### config.mk
export PLATFORM = sky130hd
export DESIGN_NAME = ps2_host_tx
export DESIGN_NICKNAME = d
export VERILOG_FILES = /design/src/rtl/ps2_host_tx.sv
export SDC_FILE = /design/constraint.sdc
export NUM_CORES = 1
export LEC_CHECK = 0
export CORE_UTILIZATION = 40
export DETAILED_ROUTE_END_ITERATION = 16
export PLACE_DENSITY = 0.58
export SETUP_SLACK_MARGIN = 0.1
export SYNTH_ARGS = -nofsm -noshare
export SYNTH_HDL_FRONTEND = slang
export SYNTH_SLANG_ARGS = --single-unit
### constraint.sdc
create_clock -name clk -period 3.05 [get_ports clk]
set_clock_uncertainty 0.2 [all_clocks]
set_input_delay 0.61 -clock clk [delete_from_list [all_inputs] [get_ports clk]]
set_output_delay 0.61 -clock clk [all_outputs]
set_load 0.05 [all_outputs]
### src/rtl/ps2_host_tx.sv
// PS/2 host-to-device transmitter: inhibits the clock, requests to send, shifts out
// one command byte with odd parity on device clock falls, then samples the device ACK.
module ps2_host_tx #(
  parameter int INHIBIT_CYCLES = 10000,
  parameter int TIMEOUT_CYCLES = 2000000
) (
  input  logic       clk,
  input  logic       rst,
  input  logic [7:0] tx_data,
  input  logic       tx_valid,
  output logic       tx_ready,
  output logic       tx_done,
  output logic       tx_err,
  output logic       busy,
  input  logic       ps2_clk_in,
  input  logic       ps2_data_in,
  output logic       ps2_clk_oe,
  output logic       ps2_data_oe
);

  localparam int MAXC = (INHIBIT_CYCLES > TIMEOUT_CYCLES) ? INHIBIT_CYCLES : TIMEOUT_CYCLES;
  localparam int CW = $clog2(MAXC + 1);
  localparam logic [CW-1:0] INH_LAST = CW'(INHIBIT_CYCLES - 1);
  localparam logic [CW-1:0] TO_LAST  = CW'(TIMEOUT_CYCLES - 1);

  typedef enum logic [2:0] {IDLE, INHIBIT, RTS, SEND, ACK, DONE} state_t;

  state_t        state;
  logic [8:0]    sh;
  logic [3:0]    bitcnt;
  logic [CW-1:0] cnt;
  logic          clk_meta, clk_sync, clk_prev;
  logic          data_meta, data_sync;
  logic          fall;
  logic          wd_expired;

  // Synchronisers preset to the idle-high line level so reset never fakes a fall.
  always_ff @(posedge clk) begin
    if (rst) begin
      clk_meta  <= 1'b1;
      clk_sync  <= 1'b1;
      clk_prev  <= 1'b1;
      data_meta <= 1'b1;
      data_sync <= 1'b1;
    end else begin
      clk_meta  <= ps2_clk_in;
      clk_sync  <= clk_meta;
      clk_prev  <= clk_sync;
      data_meta <= ps2_data_in;
      data_sync <= data_meta;
    end
  end

  assign fall       = clk_prev & ~clk_sync;
  assign wd_expired = (cnt == TO_LAST);

  always_ff @(posedge clk) begin
    if (rst) begin
      state       <= IDLE;
      sh          <= '0;
      bitcnt      <= '0;
      cnt         <= '0;
      tx_ready    <= 1'b1;
      tx_done     <= 1'b0;
      tx_err      <= 1'b0;
      busy        <= 1'b0;
      ps2_clk_oe  <= 1'b0;
      ps2_data_oe <= 1'b0;
    end else begin
      tx_done <= 1'b0;
      case (state)
        IDLE: begin
          tx_err <= 1'b0;
          if (tx_valid && tx_ready) begin
            sh          <= {~^tx_data, tx_data};
            bitcnt      <= '0;
            cnt         <= '0;
            state       <= INHIBIT;
            tx_ready    <= 1'b0;
            busy        <= 1'b1;
            ps2_clk_oe  <= 1'b1;
            ps2_data_oe <= 1'b0;
          end
        end
        INHIBIT: begin
          if (cnt == INH_LAST) begin
            cnt         <= '0;
            state       <= RTS;
            ps2_clk_oe  <= 1'b0;
            ps2_data_oe <= 1'b1;
          end else begin
            cnt <= cnt + 1'b1;
          end
        end
        RTS, SEND, ACK: begin
          // Watchdog is checked before the fall so a simultaneous expiry wins.
          if (wd_expired) begin
            state       <= IDLE;
            ps2_clk_oe  <= 1'b0;
            ps2_data_oe <= 1'b0;
            tx_done     <= 1'b1;
            tx_err      <= 1'b1;
            tx_ready    <= 1'b1;
            busy        <= 1'b0;
          end else begin
            cnt <= cnt + 1'b1;
            if (fall) begin
              if (state == RTS) begin
                ps2_data_oe <= ~sh[0];
                sh          <= {1'b0, sh[8:1]};
                bitcnt      <= 4'd1;
                state       <= SEND;
              end else if (state == SEND) begin
                if (bitcnt < 4'd9) begin
                  ps2_data_oe <= ~sh[0];
                  sh          <= {1'b0, sh[8:1]};
                  bitcnt      <= bitcnt + 1'b1;
                end else begin
                  ps2_data_oe <= 1'b0;
                  state       <= ACK;
                end
              end else begin
                state       <= DONE;
                tx_done     <= 1'b1;
                tx_err      <= data_sync;
                ps2_clk_oe  <= 1'b0;
                ps2_data_oe <= 1'b0;
              end
            end
          end
        end
        DONE: begin
          if (clk_sync && data_sync) begin
            state    <= IDLE;
            tx_ready <= 1'b1;
            busy     <= 1'b0;
            tx_err   <= 1'b0;
          end
        end
        default: state <= IDLE;
      endcase
    end
  end

endmodule

After elaboration in Yosys (flattened, before gate mapping)
Cells that the tools add are included.
W data, S select, Z words.

storage, ports and cells
  flip-flop bits (word level) = 48
  bits of input ports = 13
  output and inout bits = 6
  word-level logic and storage cells = 114

operators by class
  $add $sub $neg = 2
  magnitude comparators = 1
  equal/unequal tests = 19
  multiplexer cells = 57
  bitwise logic cells = 4
  reduce and logical (&&, ||, !) cells = 16

operators with widths
  cell                     count
  $mux W21                 3
  $pmux W21 S3             1
  $mux W9                  6
  $mux W1                  25
  $mux W3                  8
  $mux W4                  6
  $add A21 B1 Y21 const B  1
  $eq A21 B14 Y1 const B   1
  $eq A21 B21 Y1 const B   1
  $pmux W9 S2              1
  $ne A3 B3 Y1 const B     5
  $pmux W1 S3              5
  $ne A2 B2 Y1 const B     6
  $pmux W3 S4              1
  $reduce_and A6 Y1        2
  $reduce_and A5 Y1        2
  $pmux W4 S2              1
  $reduce_and A4 Y1        2
  $reduce_xnor A8 Y1       1
  $eq A3 B2 Y1 const B     2
  $eq A3 B3 Y1 const B     2
  $reduce_bool A3 Y1       2
  $ne A5 B5 Y1 const B     1
  $add A4 B1 Y4 const B    1
  other kinds (10)         13

Logic depth before layout (Yosys ltp)
  depth after elaboration = 7
  mapped depth = 9
  gate-level depth less buffers = 8

Least setup slack after synthesis
OpenSTA, ideal clock, no wires.

  path kind = register -> register
  from = reg cnt[11]
  to = reg state[0]
  setup time = 0.132 ns
  data arrival time = 2.209 ns
  required time = 2.718 ns
  path slack = 0.509 ns
  stages on the path, launching flop included = 8
  path buffers = 1
  period minus slack after synthesis = 2.541 ns
  cells stage by stage = dfxtp_1 > or4b_4 > or4_4 > or2_0 > buf_2 > maj3_2 > nand3b_1 > a21oi_1

on the way
  longest elaborated chain between the ends = 3
  elaborated cells on any way between the ends = 8
  those cells by class = eq/ne: 5; mux: 2; reduce/logical: 1

RTL lines
  what                                                        RTL line  text
  start, declared                                             31        logic [CW-1:0] cnt;
  start signal, assigned                                      92        cnt <= cnt + 1'b1;
  start signal, assigned                                      106       cnt <= cnt + 1'b1;
  $eq A21 B21 Y1 or $eq A21 B14 Y1 (tied branches)            55, 86
  $ne A5 B5 Y1 (no line) (tied with other cells)              -
  $reduce_and A5 Y1 (no line) or $pmux W3 S4 (tied branches)  -
  end signal, assigned                                        59        state <= IDLE;
  end signal, assigned                                        78        state <= INHIBIT;
  end signal, assigned                                        88        state <= RTS;
  end, declared                                               28        state_t state;

Several ways; a longest one is shown, not always the timed one.
A chain may end at the register's enable or synchronous reset.

Worst setup path in the final report
  from = reg cnt[11]
  to = reg sh[3]

on the way
  longest elaborated chain between the ends = 3

RTL lines
  what                         RTL line  text
  $eq A21 B21 Y1               55        assign wd_expired = (cnt == TO_LAST);
  $ne A2 B2 Y1 (no line)       -
  $reduce_and A6 Y1 (no line)  -
  end signal, assigned         75        sh <= {~^tx_data, tx_data};
  end signal, assigned         110       sh <= {1'b0, sh[8:1]};
  end signal, assigned         116       sh <= {1'b0, sh[8:1]};
  end, declared                29        logic [8:0] sh;

No other way between the ends.

==> run metrics <==
status completed; Slew Viols, Final 0; startpoint types flop; # resized after CTS 0; Seq cells post-synth 48; M1 GR Usage between 20% and 30%; start of the worst register-to-register path cnt[11]$_SDFFE_PP0P_; routability cong. just over 0.8; fin crit period around 2800 ps; total power between 2 and 2.5 mW; synthesized instance count 320; Rows 29; slowest cell delay on critical path approximately 570 ps; NetSw approximately 1.0 mW; Core Region between 0.006 and 0.007 mm²; Net Count, Synth between 300 and 400; Pre-Repair DR Iteration Count 4; asr flop ratio synth 0%; critical path class flop to flop; H-tree lvl count 2; Starting Density ~42%; Warnings, synthesis 0; Required @ worst endpoint 3000 ps; die area between 0.006 and 0.007 mm²; GR Util met2 29.1%; CTS tree built; R2R depth 6; CTS Buf Count 5; Yosys cell types 58; Finished Cell Area between 0.003 and 0.004 mm²; all-layer global routing usage roughly 17%; slew margin rel. between 50% and 60%; Setup WS pre-CTS around 130 ps; critical path arrival 2710 ps; Die Span Y between 80 and 90 µm; hold buffers post-CTS 0; Most used DFF post-synth dfxtp_1; maximum clock rate 362 MHz; Clk pwr share ~17%; clk sink count 48; HP Start clk_meta$_SDFF_PP1_; Max Fanout on Critical Path 19; vias in the first global route roughly 2200; Post-Syn Area around 0.0026 mm²; NumNets Final 353; mean area per synthesized cell 8.24 µm²; DRC viols 0; Wirelength per Cell 13.9 µm; Worst-Skew Late Latency approximately 300 ps; R2R Path End sh[3]$_SDFFE_PP0P_; P_int roughly 1.3 mW; commonest cells after routing, fill and taps aside 50 x nor2_1, 48 x dfxtp_1, 30 x nand2_1; Tightest Pin Transition ~630 ps; initial antenna violation count 0; Seq/Total Area, Yosys 36.4%; Critical-path top delay cell or4b_4; worst min-delay path class flop to flop; DP Area approximately 0.0029 mm²; post-CTS setup buffers 0; Sequential Power Share between 30% and 40%; GRT met3 Usage 3.48%; utilization after layout 47.3%; layout cells sized above 1 a little over an eighth; Post-synth EDFFs 0; CTS Root Cell clkbuf_8; worst-path cell chain or4b_4, or2_2, o31ai_1, a31oi_4, nor2_1, a311oi_2; final-report setup violation count 0; Sw Ratio 42.7%; Leak 1.04 nW; Port Buf Inserts 18; global-route wire length before repair 10000 µm; DRT iter0 DRCs between 150 and 200; DR vias about 2300; flop2flop setup slack roughly 290 ps; Pwr Density just under 800 mW/mm²; deepest clock path buffer count 2; Hold EP clk_sync$_SDFF_PP1_; clk slew on worst S/H paths roughly 90 ps; peak supply drop around 0.00043 V; # diodes 0; fin worst setup slack between 200 and 300 ps; chip width 83.2 µm; Setup Total Neg Slack 0 ps; RSZ-0062 raised after global routing false; period utilization 90.6%; DRT Wirelength a little under 6000 µm; # Max-Cap Violations 0; Hold Path Stages 1; Combinational Power Share 46.6%; commonest non-fill, non-tap cell in the layout nor2_1; Ports 19; Final Hold Fails 0; Remaining Overflow, GRT 0; post-detail-place hpwl about 4200 µm; Vias/cell approximately 5.5; Critical Path End Type flop; GRT busiest layer met2; Area Overhead vs Synth 13.8%; largest net degree at the start of global routing 23; ANT nets after route 0
-- how the worst max path moves through the flow --
stage / slack, ps / to / start
finish: 290 / sh[3]$_SDFFE_PP0P_ / cnt[11]$_SDFFE_PP0P_
global route: 130 / sh[6]$_SDFFE_PP0P_ / cnt[11]$_SDFFE_PP0P_
CTS: 290 / sh[0]$_SDFFE_PP0P_ / cnt[11]$_SDFFE_PP0P_
detailed placement: 130 / cnt[20]$_SDFFE_PP0P_ / tx_valid
global placement: 180 / cnt[10]$_SDFFE_PP0P_ / tx_valid
floorplan: 510 / state[0]$_SDFFE_PP0P_ / cnt[11]$_SDFFE_PP0P_
-- area by class of cell --
type / instances / area (µm²)
Clock inverter: 2 / 13.8
Clock buffer: 6 / 82.6
Fill cell: 619 / 3350
Tap cell: 77 / 96.3
Timing Repair Buffer: 27 / 248
Inverter: 7 / 26.3
Sequential cell: 48 / 961
Multi-Input combinational cell: 248 / 1570
-- worst max-delay path, delay by kind of cell (launching register included) --
| family | cells | cell delay (ps) |
|---|---|---|
| and+or+nand+nor | 3 | 1090 |
| DFF | 1 | 370 |
| AOI/OAI and AO/OA | 3 | 940 |
-- synth_stat cells, types with 3 or more instances --
cell type,count,area (µm²)
ha_1,3,37.5
nor2_1,50,188
buf_2,4,20.0
or2_2,9,56.3
nand4_1,8,50.1
clkbuf_1,12,45.0
and4_1,3,26.3
and3_1,3,18.8
nor3_1,7,35.0
nand2b_1,7,43.8
inv_1,7,26.3
nand3b_1,3,22.5
o21ai_0,12,60.1
xnor2_1,13,114
xor2_1,12,105
nand3_1,17,85.1
dfxtp_1,48,961
a311oi_2,8,120
a21oi_1,15,75.1
o31ai_1,3,22.5
nand2_1,30,113
-- routing by layer --
layer	part of all wire, %	vias to the layer above
met4	1.6	0
met3	3.1	8
met5	0	-
met2	47	36
met1	48	1077
li1	-	1165
-- power by group through the flow --
| stage | sequential [mW] | clock, mW | combinational, mW |
|---|---|---|---|
| global route | 0.872 | 0.447 | 1.20 |
| CTS | 0.853 | 0.419 | 1.10 |
| floorplan | 0.911 | 0 | 0.808 |
| global placement | 0.867 | 0 | 1.09 |
| finish | 0.853 | 0.406 | 1.10 |
| detailed placement | 0.867 | 0 | 1.10 |
-- stage by stage --
| step | hold slack (ps) | std cells |
|---|---|---|
| 2_1_floorplan | 189 | 320 |
| 3_3_place_gp | 198 | 407 |
| 3_5_place_dp | 196 | 407 |
| 4_1_cts | 219 | 415 |
| 5_1_grt | 230 | 415 |
| 6_report | 215 | 415 |
-- state kept, by name, summed over array words and instances (netlist names) --
register     flops
cnt             21
bitcnt           4
data_sync        1
tx_err           1
clk_sync         1
sh               9
tx_ready         1
ps2_data_oe      1
busy             1
state            3
ps2_clk_oe       1
data_meta        1
tx_done          1
clk_meta         1
clk_prev         1
-- cell families (layout without fill, tap and decap cells) --
group / Yosys count / count (layout) / share of synthesized area (%)
AOI/OAI and AO/OA: 62 / 62 / 19.2
xor gates and xnor gates: 25 / 25 / 8.31
adders and majority gates: 4 / 4 / 1.85
buffers and inverters: 24 / 42 / 3.89
DFF: 48 / 48 / 36.4
muxes: 1 / 1 / 0.380
and+or+nand+nor: 156 / 156 / 29.9
(Power assumes the default switching activity.)
